`src/rtl/mac_seq.sv`:
```
// Segment sequencer feeding mac_5: queues segment descriptors and plays each
// one out as a t ramp 0..len-1, holding its coefficients and gain steady.
module mac_seq #(
  parameter int BC = 16,
  parameter int BT = 12,
  parameter int BY = 10,
  parameter int BF = 2
) (
  input  logic                   clk,
  input  logic                   rstn,
  input  logic [6*BC+BY+BT-1:0]  s_tdata,
  input  logic                   s_tvalid,
  output logic                   s_tready,
  input  logic                   stop,
  output logic [BT-1:0]          t_out,
  output logic [BC-1:0]          c0_out,
  output logic [BC-1:0]          c1_out,
  output logic [BC-1:0]          c2_out,
  output logic [BC-1:0]          c3_out,
  output logic [BC-1:0]          c4_out,
  output logic [BC-1:0]          c5_out,
  output logic [BY-1:0]          g_out,
  output logic                   t_valid,
  output logic                   last,
  output logic                   busy
);

  localparam int DW    = 6*BC + BY + BT;
  localparam int DEPTH = 1 << BF;
  localparam int G_LSB = 6*BC;
  localparam int L_LSB = 6*BC + BY;

  typedef enum logic {IDLE = 1'b0, RUN = 1'b1} state_t;

  state_t            state_q, state_d;
  logic [DW-1:0]     mem_q [DEPTH];
  logic [BF-1:0]     wr_ptr_q, rd_ptr_q;
  logic [BF:0]       count_q, count_d;
  logic              ready_q, ready_d;
  logic              push_s, pop_s;
  logic [DW-1:0]     head_s;
  logic [BT-1:0]     t_q, t_d, len_q, len_d;
  logic [BC-1:0]     c_q [6];
  logic [BC-1:0]     c_d [6];
  logic [BY-1:0]     g_q, g_d;
  logic              valid_q, valid_d, last_q, last_d, busy_q, busy_d;

  // ready is registered from the post-update count, so a full FIFO never
  // reopens on the same cycle it is popped; stop gates it combinationally
  assign s_tready = ready_q & ~stop;
  assign push_s   = s_tvalid & s_tready;
  assign head_s   = mem_q[rd_ptr_q];

  always_comb begin
    state_d = IDLE;
    pop_s   = 1'b0;
    t_d     = '0;
    len_d   = len_q;
    g_d     = '0;
    valid_d = 1'b0;
    last_d  = 1'b0;
    busy_d  = 1'b0;
    for (int i = 0; i < 6; i++) begin
      c_d[i] = c_q[i];
    end
    if (stop) begin
      state_d = IDLE;
    end else if (state_q == RUN && !last_q) begin
      state_d = RUN;
      t_d     = t_q + BT'(1);
      g_d     = g_q;
      valid_d = 1'b1;
      busy_d  = 1'b1;
      last_d  = ((t_q + BT'(1)) == (len_q - BT'(1)));
    end else if (count_q != '0) begin
      // idle, or the final sample of a segment: start the next one seamlessly
      state_d = RUN;
      pop_s   = 1'b1;
      len_d   = head_s[L_LSB +: BT];
      g_d     = head_s[G_LSB +: BY];
      valid_d = 1'b1;
      busy_d  = 1'b1;
      last_d  = (head_s[L_LSB +: BT] == BT'(1));
      for (int i = 0; i < 6; i++) begin
        c_d[i] = head_s[i*BC +: BC];
      end
    end else begin
      state_d = IDLE;
    end
  end

  always_comb begin
    count_d = count_q;
    if (stop) begin
      count_d = '0;
    end else begin
      count_d = count_q + {{BF{1'b0}}, push_s} - {{BF{1'b0}}, pop_s};
    end
    ready_d = (count_d != (BF+1)'(DEPTH));
  end

  always_ff @(posedge clk) begin
    if (push_s) begin
      mem_q[wr_ptr_q] <= s_tdata;
    end
  end

  always_ff @(posedge clk) begin
    if (!rstn) begin
      state_q  <= IDLE;
      wr_ptr_q <= '0;
      rd_ptr_q <= '0;
      count_q  <= '0;
      ready_q  <= 1'b0;
      t_q      <= '0;
      len_q    <= '0;
      g_q      <= '0;
      valid_q  <= 1'b0;
      last_q   <= 1'b0;
      busy_q   <= 1'b0;
      for (int i = 0; i < 6; i++) begin
        c_q[i] <= '0;
      end
    end else begin
      state_q  <= state_d;
      count_q  <= count_d;
      ready_q  <= ready_d;
      t_q      <= t_d;
      len_q    <= len_d;
      g_q      <= g_d;
      valid_q  <= valid_d;
      last_q   <= last_d;
      busy_q   <= busy_d;
      for (int i = 0; i < 6; i++) begin
        c_q[i] <= c_d[i];
      end
      if (stop) begin
        wr_ptr_q <= '0;
        rd_ptr_q <= '0;
      end else begin
        wr_ptr_q <= wr_ptr_q + BF'(push_s);
        rd_ptr_q <= rd_ptr_q + BF'(pop_s);
      end
    end
  end

  assign t_out   = t_q;
  assign c0_out  = c_q[0];
  assign c1_out  = c_q[1];
  assign c2_out  = c_q[2];
  assign c3_out  = c_q[3];
  assign c4_out  = c_q[4];
  assign c5_out  = c_q[5];
  assign g_out   = g_q;
  assign t_valid = valid_q;
  assign last    = last_q;
  assign busy    = busy_q;

endmodule

```
`config.mk`:
```
export PLATFORM = sky130hd
export DESIGN_NAME = mac_seq
export DESIGN_NICKNAME = d
export VERILOG_FILES = /design/src/rtl/mac_seq.sv
export SDC_FILE = /design/constraint.sdc
export NUM_CORES = 1
export LEC_CHECK = 0
export CAP_MARGIN = 30
export CORE_ASPECT_RATIO = 1.5
export CORE_MARGIN = 4
export CORE_UTILIZATION = 51
export DETAILED_ROUTE_END_ITERATION = 10
export HOLD_SLACK_MARGIN = 0.02
export PLACE_DENSITY = 0.73
export SETUP_SLACK_MARGIN = 0.1
export SYNTH_ARGS = -nofsm -noshare
export SYNTH_HDL_FRONTEND = slang
export SYNTH_SLANG_ARGS = --single-unit
```
`constraint.sdc`:
```
create_clock -name clk -period 11.08 [get_ports clk]
set_input_delay 2.216 -clock clk [delete_from_list [all_inputs] [get_ports clk]]
set_output_delay 2.216 -clock clk [all_outputs]
set_load 0.01 [all_outputs]
```
==> results of run 1 <==
cell usage in the layout (no fill, tap or decap), drive strengths merged:
master,count
edfxtp,472
nor3b,2
nand2,225
nand3,7
bufinv,5
and3,2
or4,1
fa,1
clkbuf,68
or4b,1
buf,17
a31oi,2
xor2,10
xnor2,24
nor2,28
diode,9
nor3,11
nand4,4
nand2b,1
o21ai,2
a211o,1
or3,1
mux4,118
and2,2
o31a,1
o21a,1
clkinv,20
clkdlybuf4s50,243
a21oi,108
a32o,10
inv,9
ha,4
o31ai,1
nor4,5
o21bai,1
clkinvlp,4
nor4b,3
dfxtp,140
nor2b,3
synthesized netlist by cell type (all sizes together) (2+ instances only):
cell type | number | area share
o21ai | 2 | 0.00045
nor4b | 3 | 0.0021
mux4 | 118 | 0.12
buf | 26 | 0.0054
xor2 | 10 | 0.0039
nor2b | 3 | 0.00084
a21oi | 108 | 0.024
nand3 | 7 | 0.0018
nand4 | 4 | 0.0014
and2 | 2 | 0.00056
dfxtp | 140 | 0.13
nor3 | 11 | 0.0027
edfxtp | 472 | 0.64
a32o | 10 | 0.0045
clkbuf | 42 | 0.0071
a31oi | 2 | 0.00056
nand2 | 225 | 0.038
nor2 | 28 | 0.0047
nor4 | 5 | 0.0017
ha | 4 | 0.0022
inv | 6 | 0.0010
and3 | 2 | 0.00056
nor3b | 2 | 0.00067
xnor2 | 24 | 0.0098
worst max-delay path: cells and delay by family:
| family | cells | cell delay [ns] |
|---|---|---|
| buf+inv | 2 | 1.09 |
| simple gates | 1 | 0.19 |
layout make-up:
type                       instances  area, um^2  share of cell area
antenna                            9        22.5            0.000826
clock buffer                      68        1520              0.0557
clock inverter                    32         299              0.0110
inverter                           6        25.0            0.000917
multi-input combinational        580        5050               0.185
sequential                       612       17000               0.623
tap                              570         713              0.0261
timing repair buffer             260        2670              0.0977
how the worst min path moves through the flow:
stage	end	depth (start not counted)	slack, ns
floorplan	len_q[11]	2	0.45
global placement	c_q[0][6]	2	0.44
detailed placement	c_q[0][70]	2	0.45
CTS	c_q[0][0]	2	0.46
global route	c_q[0][16]	2	0.47
finish	c_q[0][83]	2	0.45
flip-flops by register name (all words and copies together), names as in the netlist:
signal and flops:
c_q 96, busy 1, wr_ptr_q 2, ready_q 1
last 1, rd_ptr_q 2, count_q 3, g_out 10
mem_q 472, len_q 12, t_out 12
report_power, final:
part	switching (mW)	internal [mW]
Combinational	0.107	0.107
Clock	0.798	1.09
Sequential	0.0145	2.50
Total	0.920	3.70
per-layer routing:
metal / GRT usage / wire length, um
met1: 0.244 / 17300
met2: 0.336 / 24000
met3: 0.0361 / 2710
met4: 0.0633 / 1080
met5: 0 / 34
per-stage QoR:
| stage | total power, mW | hold WS (ns) | setup WS (ns) | util |
|---|---|---|---|---|
| 4_1_cts | 4.66 | 0.455 | 5.37 | 0.633 |
| 5_1_grt | 4.78 | 0.467 | 5.30 | 0.633 |
| 3_3_place_gp | 2.77 | 0.444 | 5.38 | 0.588 |
| 6_report | 4.62 | 0.453 | 5.36 | 0.634 |
| 2_1_floorplan | 2.66 | 0.448 | 2.79 | - |
| 3_5_place_dp | 2.78 | 0.446 | 5.38 | 0.591 |
logic make-up (layout without fill, tap and decap cells):
group,count (synthesis),count (layout),synth area share
AO/OA/AOI/OAI,127,127,0.0318
XOR/XNOR,34,34,0.0137
adder cells (fa/ha/maj),5,5,0.00314
buffers and inverters,74,366,0.0135
flip-flops,612,612,0.762
multiplexers,118,118,0.119
other,0,9,0
AND/OR/NAND/NOR,296,296,0.0567
==> results.yml, run 1 <==
status:
  status: "completed"
routing:
  vias: 11700
  wl_per_cell_um: 21.1
  drc_errors: 0
  via_per_inst: 5.47
  drtIter0Drc: 868
  antenna_left: 0
  drt_pre_antenna_iters: 5
  wirelength_um: 45100
timing:
  tightest_slew_ns: 1.05
  final.setup.tns_ns: 0
  fin_skew_ns: 0.0118
  hold_viol: 0
  slew_headroom: 0.299
  maxSlewViolCount: 0
  setup_viol: 0
  grt_setup_unrepaired: "false"
  post-route-min-period_ns: 5.72
  clock.fmax_mhz: 175
  finalCritPeriodShare: 0.516
clock_network:
  clk_pin_slew_ns: 0.06
  clk_latency_ns: 0.56
  htreeDepth: 2
  clock-sinks: 612
  ctsResizeCount: 0
  clock_path_buffers: 3
  cts_setup_buffers: 0
  ctsHoldBuffers: 0
  numCtsBuffers: 53
  cts_tree: "done"
  root_buffer: "clkbuf_16"
worst_setup_path:
  critPathLaunchType: "input port"
  r2r_slack_ns: 7.98
  startpoint: "stop"
  end_kind: "primary output"
  worstSetupPathType: "in -> out"
  arrival_ns: 3.50
  r2r_cells: 6
  rr_endpoint: "last"
  critical_path.max_stage_delay_ns: 0.55
  crit_slowest_cell: "clkdlybuf4s50_1"
  reg2reg_from: "rd_ptr_q[1]"
  critPathCapture: "s_tready"
  path_cells: "clkdlybuf4s50_1 -> nor2b_1 -> clkdlybuf4s50_1"
  cp_common_cell: "clkdlybuf4s50_1"
  critPathMaxFanout: 7
  crit_required_ns: 8.86
placed_design:
  dp_cells: 2027
  place_area_um2: 25400
  place_congestion: 0.751
  dp_hpwl_um: 26400
  portBuffers: 243
final_layout:
  stdcell_count: 2137
  syn_to_final_growth_pct: 22.4
  drive_gt1_frac: 0.155
  fillerInstances: 3059
  final_cell_area_um2: 27300
  nNetsFinal: 1640
power:
  ir_drop_mv: 0.131
  powerDensity_nw_per_um2: 169
  power_leakage_nw: 8.47
global_routing:
  antenna_found_initial: 11
  grt_max_degree: 121
  grt_overflow: 0
  grt_pass1_vias: 12300
  grt_pass1_wl_um: 70200
  globalRouteTotalUtil: 0.193
floorplanning:
  rows: 93
  ios: 244
  start_util: 0.518
  die_height_um: 264
  die_w_um: 179
  coreArea_um2: 43100
  die_area_um2: 47200
logic_synthesis:
  syn_inst: 1266
  synth_edf_count: 472
  avgSynthCellArea_um2: 17.6
  synth_fp_nets: 1393
  synth-seq-cells: 612
  yosys_warnings: 0
  syn-cell-area_um2: 22300
  synth_cell_types: 43
  async_flop_share: 0
  ys_seq_area_frac: 0.762
  synthFlopType: "edfxtp_1"
worst_hold_path:
  worstHoldPathType: "reg -> reg"
  min_from: "c_q[0][83]"
run:
  maxCapViolations: 0
No activity file was read; power rests on OpenSTA's default activity.
==> run 2: changes to the inputs <==
--- a/config.mk
+++ b/config.mk
@@ -8,10 +8,10 @@
 export CAP_MARGIN = 30
 export CORE_ASPECT_RATIO = 1.5
 export CORE_MARGIN = 4
-export CORE_UTILIZATION = 51
+export CORE_UTILIZATION = 56
 export DETAILED_ROUTE_END_ITERATION = 10
 export HOLD_SLACK_MARGIN = 0.02
-export PLACE_DENSITY = 0.73
+export PLACE_DENSITY = 0.76
 export SETUP_SLACK_MARGIN = 0.1
 export SYNTH_ARGS = -nofsm -noshare
 export SYNTH_HDL_FRONTEND = slang
==> constraint.sdc (replaced) <==
create_clock -name clk -period 5.49 [get_ports clk]
set_input_delay 1.098 -clock clk [delete_from_list [all_inputs] [get_ports clk]]
set_output_delay 1.098 -clock clk [all_outputs]
set_load 0.01 [all_outputs]
==> run 2 against run 1 <==
Compared with the run above:
- utilization grew 5.9 points
- cell count shrank 2.9%
- critical path type unchanged
- via count grew 2.0%
- worst setup slack lost 3.4 ns
- die area shrank 8.6%
- critical endpoint unchanged
- largest power group unchanged
==> results.yml, run 2 (synthesized netlist as in run 1, its figures left out) <==
status:
  status: "completed"
timing:
  grt_setup_unrepaired: "false"
  fin_skew_ns: 0.0225
  slew_headroom: 0.357
  maxSlewViolCount: 0
  holdWs_ns: 0.454
  tightest_slew_ns: 0.965
  clock.fmax_mhz: 287
  hold_viol: 0
  setup_viol: 0
  finalCritPeriodShare: 0.634
  setup_slack_ns: 2.01
  post-route-min-period_ns: 3.48
worst_setup_path:
  critPathMaxFanout: 7
  cp_num_buf_inv: 2
  end_kind: "primary output"
  arrival_ns: 2.38
  cp_common_cell: "clkdlybuf4s50_1"
  worstSetupPathType: "in -> out"
  crit_required_ns: 4.39
  path_cells: "clkdlybuf4s50_1 -> nor2b_1 -> clkdlybuf4s50_1"
  crit_slowest_cell: "clkdlybuf4s50_1"
  reg2reg_from: "count_q[1]"
  critPathLaunchType: "input port"
  r2r_slack_ns: 2.66
  r2r_cells: 8
  critical_path.max_stage_delay_ns: 0.56
  rr_endpoint: "ready_q"
  cp_top_family: "buffers and inverters"
power:
  powerDensity_nw_per_um2: 338
  pwr-share-comb: 0.047
  p_switching_mw: 1.82
  seqPwrFrac: 0.552
  p_int_mw: 7.39
  power.share.clock: 0.401
  power_leakage_nw: 8.49
  switching_share: 0.198
  ir_drop_mv: 0.307
final_layout:
  final_util: 0.693
  nNetsFinal: 1649
  largest_reg_flops: 472
  drive_gt1_frac: 0.155
  layout.cells.most_common_list: "edfxtp_1 (472), clkdlybuf4s50_1 (243), nand2_1 (225)"
  regMostFlops: "mem_q"
  final_common_cell: "edfxtp_1"
  syn_to_final_growth_pct: 22.2
  reg_top3: "mem_q (472), c_q (96)"
worst_hold_path:
  worstHoldPathType: "reg -> reg"
  holdPathEnd: "c_q[0][6]"
  min_from: "c_q[0][6]"
  hold_depth: 2
clock_network:
  htreeDepth: 2
  clk_pin_slew_ns: 0.06
  clock-sinks: 612
  cts_tree: "done"
  root_buffer: "clkbuf_16"
  numCtsBuffers: 53
  cts_setup_buffers: 0
  clock_path_buffers: 3
  ctsResizeCount: 0
  clk_latency_ns: 0.59
  ctsHoldBuffers: 0
placed_design:
  dp_hpwl_um: 28600
  dp_slack_ns: 1.57
  place_congestion: 0.775
  portBuffers: 243
routing:
  drtIter0Drc: 717
  wirelength_um: 46700
  antenna_left: 0
  drt_pre_antenna_iters: 6
  drc_errors: 0
  via_per_inst: 5.75
  wl_per_cell_um: 22.5
  vias: 11900
floorplanning:
  start_util: 0.567
  die_height_um: 252
  die_area_um2: 43100
  ios: 244
  coreArea_um2: 39300
  rows: 89
  die_w_um: 171
run:
  maxCapViolations: 0
global_routing:
  grt_max_degree: 83
  grt_pass1_vias: 12700
  grt_overflow: 0
  globalRouteTotalUtil: 0.218
  grt_pass1_wl_um: 71700
  antenna_found_initial: 11
[run 2: through the flow]
stage / cells / setup TNS, ns / total power [mW] / area [um^2]
final: 2076 / 0 / 9.21 / 27200
after global routing: 2074 / 0 / 9.52 / 27200
after CTS: 2065 / 0 / 9.28 / 27200
after detailed placement: 1966 / 0 / 5.62 / 25400
after global placement: 1964 / 0 / 5.60 / 25400
after floorplan: 1266 / -261.34 / 5.38 / 22300
[run 2: worst max-delay path by stage]
stage                     start          end  depth (start not counted)  slack, ns
after floorplan            stop  mem_q[2][0]                          3      -1.12
after global placement     stop      ready_q                         10       1.60
after detailed placement   stop      ready_q                         10       1.57
after CTS                  stop     s_tready                          3       2.01
after global routing       stop     s_tready                          3       1.93
final                      stop     s_tready                          3       2.01
[run 2: layer usage]
layer,wire (um),GRT usage,share of wire
met5,10,0,0.00021
met2,25400,0.390,0.54
met3,2650,0.0379,0.057
met1,17300,0.268,0.37
met4,1290,0.0777,0.028
[run 2: cell type report]
class                   count  area (um^2)
inverters                   6         25.0
well taps                 500          626
flip-flops and latches    612        17000
clock inverters            25          221
clock buffers              74         1520
multi-input cells         580         5050
diodes                     10         25.0
repair buffers            269         2780
fillers                  2551        12100
[run 2: power groups by stage]
stage | clock network, mW | registers (mW) | logic [mW]
floorplan | 0 | 5.19 | 0.191
global placement | 0 | 5.18 | 0.418
detailed placement | 0 | 5.18 | 0.436
CTS | 3.77 | 5.08 | 0.438
global route | 3.97 | 5.08 | 0.471
finish | 3.69 | 5.08 | 0.436
[run 2: tightest hold or removal path: cells and delay by family, from the launching register on]
| family | cells | cell delay [ns] |
|---|---|---|
| simple gates | 1 | 0.05 |
| flops | 1 | 0.31 |
| compound gates | 1 | 0.05 |
==> run 3: changes to the inputs <==
--- a/config.mk
+++ b/config.mk
@@ -8,10 +8,10 @@
 export CAP_MARGIN = 30
 export CORE_ASPECT_RATIO = 1.5
 export CORE_MARGIN = 4
-export CORE_UTILIZATION = 56
+export CORE_UTILIZATION = 51
 export DETAILED_ROUTE_END_ITERATION = 10
 export HOLD_SLACK_MARGIN = 0.02
-export PLACE_DENSITY = 0.76
+export PLACE_DENSITY = 0.73
 export SETUP_SLACK_MARGIN = 0.1
 export SYNTH_ARGS = -nofsm -noshare
 export SYNTH_HDL_FRONTEND = slang
==> constraint.sdc (replaced) <==
create_clock -name clk -period 2.95 [get_ports clk]
set_input_delay 0.59 -clock clk [delete_from_list [all_inputs] [get_ports clk]]
set_output_delay 0.59 -clock clk [all_outputs]
set_load 0.01 [all_outputs]
==> run 3 against run 2 <==
Compared with the run above:
- worst setup slack got worse by 1.6 ns
- critical path depth is 8 higher
- clock-buffer cell count shrank 9
- routed wire length up 1.4%
- die area grew 9.4%
- critical path type is now reg -> reg
==> results.yml, run 3 (synthesized netlist as in run 1, its figures left out) <==
timing:
  hold_viol: 0
  slew_headroom: 0.605
  tightest_slew_ns: 0.593
  fin_skew_ns: 0.0108
  setup_slack_ns: 0.457
  finalCritPeriodShare: 0.845
  grt_setup_unrepaired: "false"
  holdWs_ns: 0.453
  maxSlewViolCount: 0
  clock.fmax_mhz: 401
  setup_viol: 0
  final.setup.tns_ns: 0
  post-route-min-period_ns: 2.49
routing:
  drt_pre_antenna_iters: 5
  vias: 11900
  via_per_inst: 5.49
  drc_errors: 0
  wl_per_cell_um: 21.9
  drtIter0Drc: 664
  antenna_left: 0
  wirelength_um: 47300
worst_hold_path:
  worstHoldPathType: "reg -> reg"
  holdPathEnd: "c_q[0][88]"
  min_from: "c_q[0][88]"
  hold_depth: 2
floorplanning:
  die_w_um: 179
  start_util: 0.518
  die_area_um2: 47200
  ios: 244
  die_height_um: 264
  rows: 93
  coreArea_um2: 43100
final_layout:
  drive_gt1_frac: 0.171
  syn_to_final_growth_pct: 24.2
  regMostFlops: "mem_q"
  final_common_cell: "edfxtp_1"
  final_util: 0.643
  largest_reg_flops: 472
  nNetsFinal: 1668
  layout.cells.most_common_list: "edfxtp_1 (472), clkdlybuf4s50_1 (243), nand2_1 (224)"
  final_cell_area_um2: 27700
  stdcell_count: 2165
  fillerInstances: 3049
  reg_top3: "mem_q (472), c_q (96)"
placed_design:
  dp_cells: 2055
  dp_slack_ns: 0.000777
  place_area_um2: 25800
  place_congestion: 0.767
  portBuffers: 243
  dp_hpwl_um: 29200
clock_network:
  cts_tree: "done"
  ctsHoldBuffers: 0
  clk_pin_slew_ns: 0.07
  cts_setup_buffers: 0
  ctsResizeCount: 0
  clk_latency_ns: 0.57
  htreeDepth: 2
  root_buffer: "clkbuf_16"
  clock-sinks: 612
  clock_path_buffers: 3
  numCtsBuffers: 54
power:
  ir_drop_mv: 0.613
  power_leakage_nw: 8.65
  total_power_mw: 17.4
  powerDensity_nw_per_um2: 630
worst_setup_path:
  reg2reg_from: "count_q[1]"
  worstSetupPathType: "reg -> reg"
  end_kind: "flip-flop"
  rr_endpoint: "ready_q"
  critPathMaxFanout: 5
  critPathLaunchType: "flip-flop"
  crit_required_ns: 3.45
  arrival_ns: 2.99
  r2r_slack_ns: 0.46
  r2r_cells: 11
global_routing:
  antenna_found_initial: 10
  grt_pass1_vias: 12600
  globalRouteTotalUtil: 0.203
  grt_max_degree: 109
  grt_overflow: 0
  grt_pass1_wl_um: 72900
run:
  maxCapViolations: 0
status:
  status: "completed"
## run 3: per-layer routing
| metal | up-vias | wire (um) | global-route usage |
|---|---|---|---|
| met4 | 2 | 1170 | 0.0695 |
| met3 | 76 | 2490 | 0.0376 |
| met1 | 6090 | 18000 | 0.248 |
| met5 | - | 13 | 0 |
| met2 | 318 | 25600 | 0.361 |
| li1 | 5402 | - | - |
## run 3: where the power goes
part / internal (mW) / total [mW] / switching [mW]
combinational: 0.430 / 0.837 / 0.407
sequential: 9.39 / 9.45 / 0.0601
clock: 4.10 / 7.15 / 3.05
## run 3: final cells by class
cell class | count | area (um^2) | share of cell area
clock buffers | 65 | 1430 | 0.0518
flip-flops and latches | 612 | 17000 | 0.614
clock inverters | 36 | 387 | 0.0140
repair buffers | 287 | 3050 | 0.110
inverters | 6 | 25.0 | 0.000904
well taps | 570 | 713 | 0.0258
diodes | 9 | 22.5 | 0.000814
multi-input cells | 580 | 5060 | 0.183
## run 3: worst max path at each step
stage | from | endpoint | slack (ns) | cells past startpoint
after global routing | count_q[1] | ready_q | 0.32 | 11
final | count_q[1] | ready_q | 0.46 | 11
after global placement | stop | ready_q | 0.08 | 10
after CTS | stop | s_tready | 0.45 | 4
after detailed placement | stop | ready_q | 0.0008 | 13
after floorplan | stop | mem_q[2][0] | -1.34 | 3
## run 3: critical path: stages (launching register included)
cell      delay (ns)
dfxtp_1         0.40
nor3_1          0.08
buf_4           0.15
or3_4           0.35
nor2_1          0.18
o21bai_1        0.14
ha_1            0.16
inv_1           0.05
fa_1            0.42
xnor2_1         0.26
nor2_1          0.07
a31oi_1         0.16
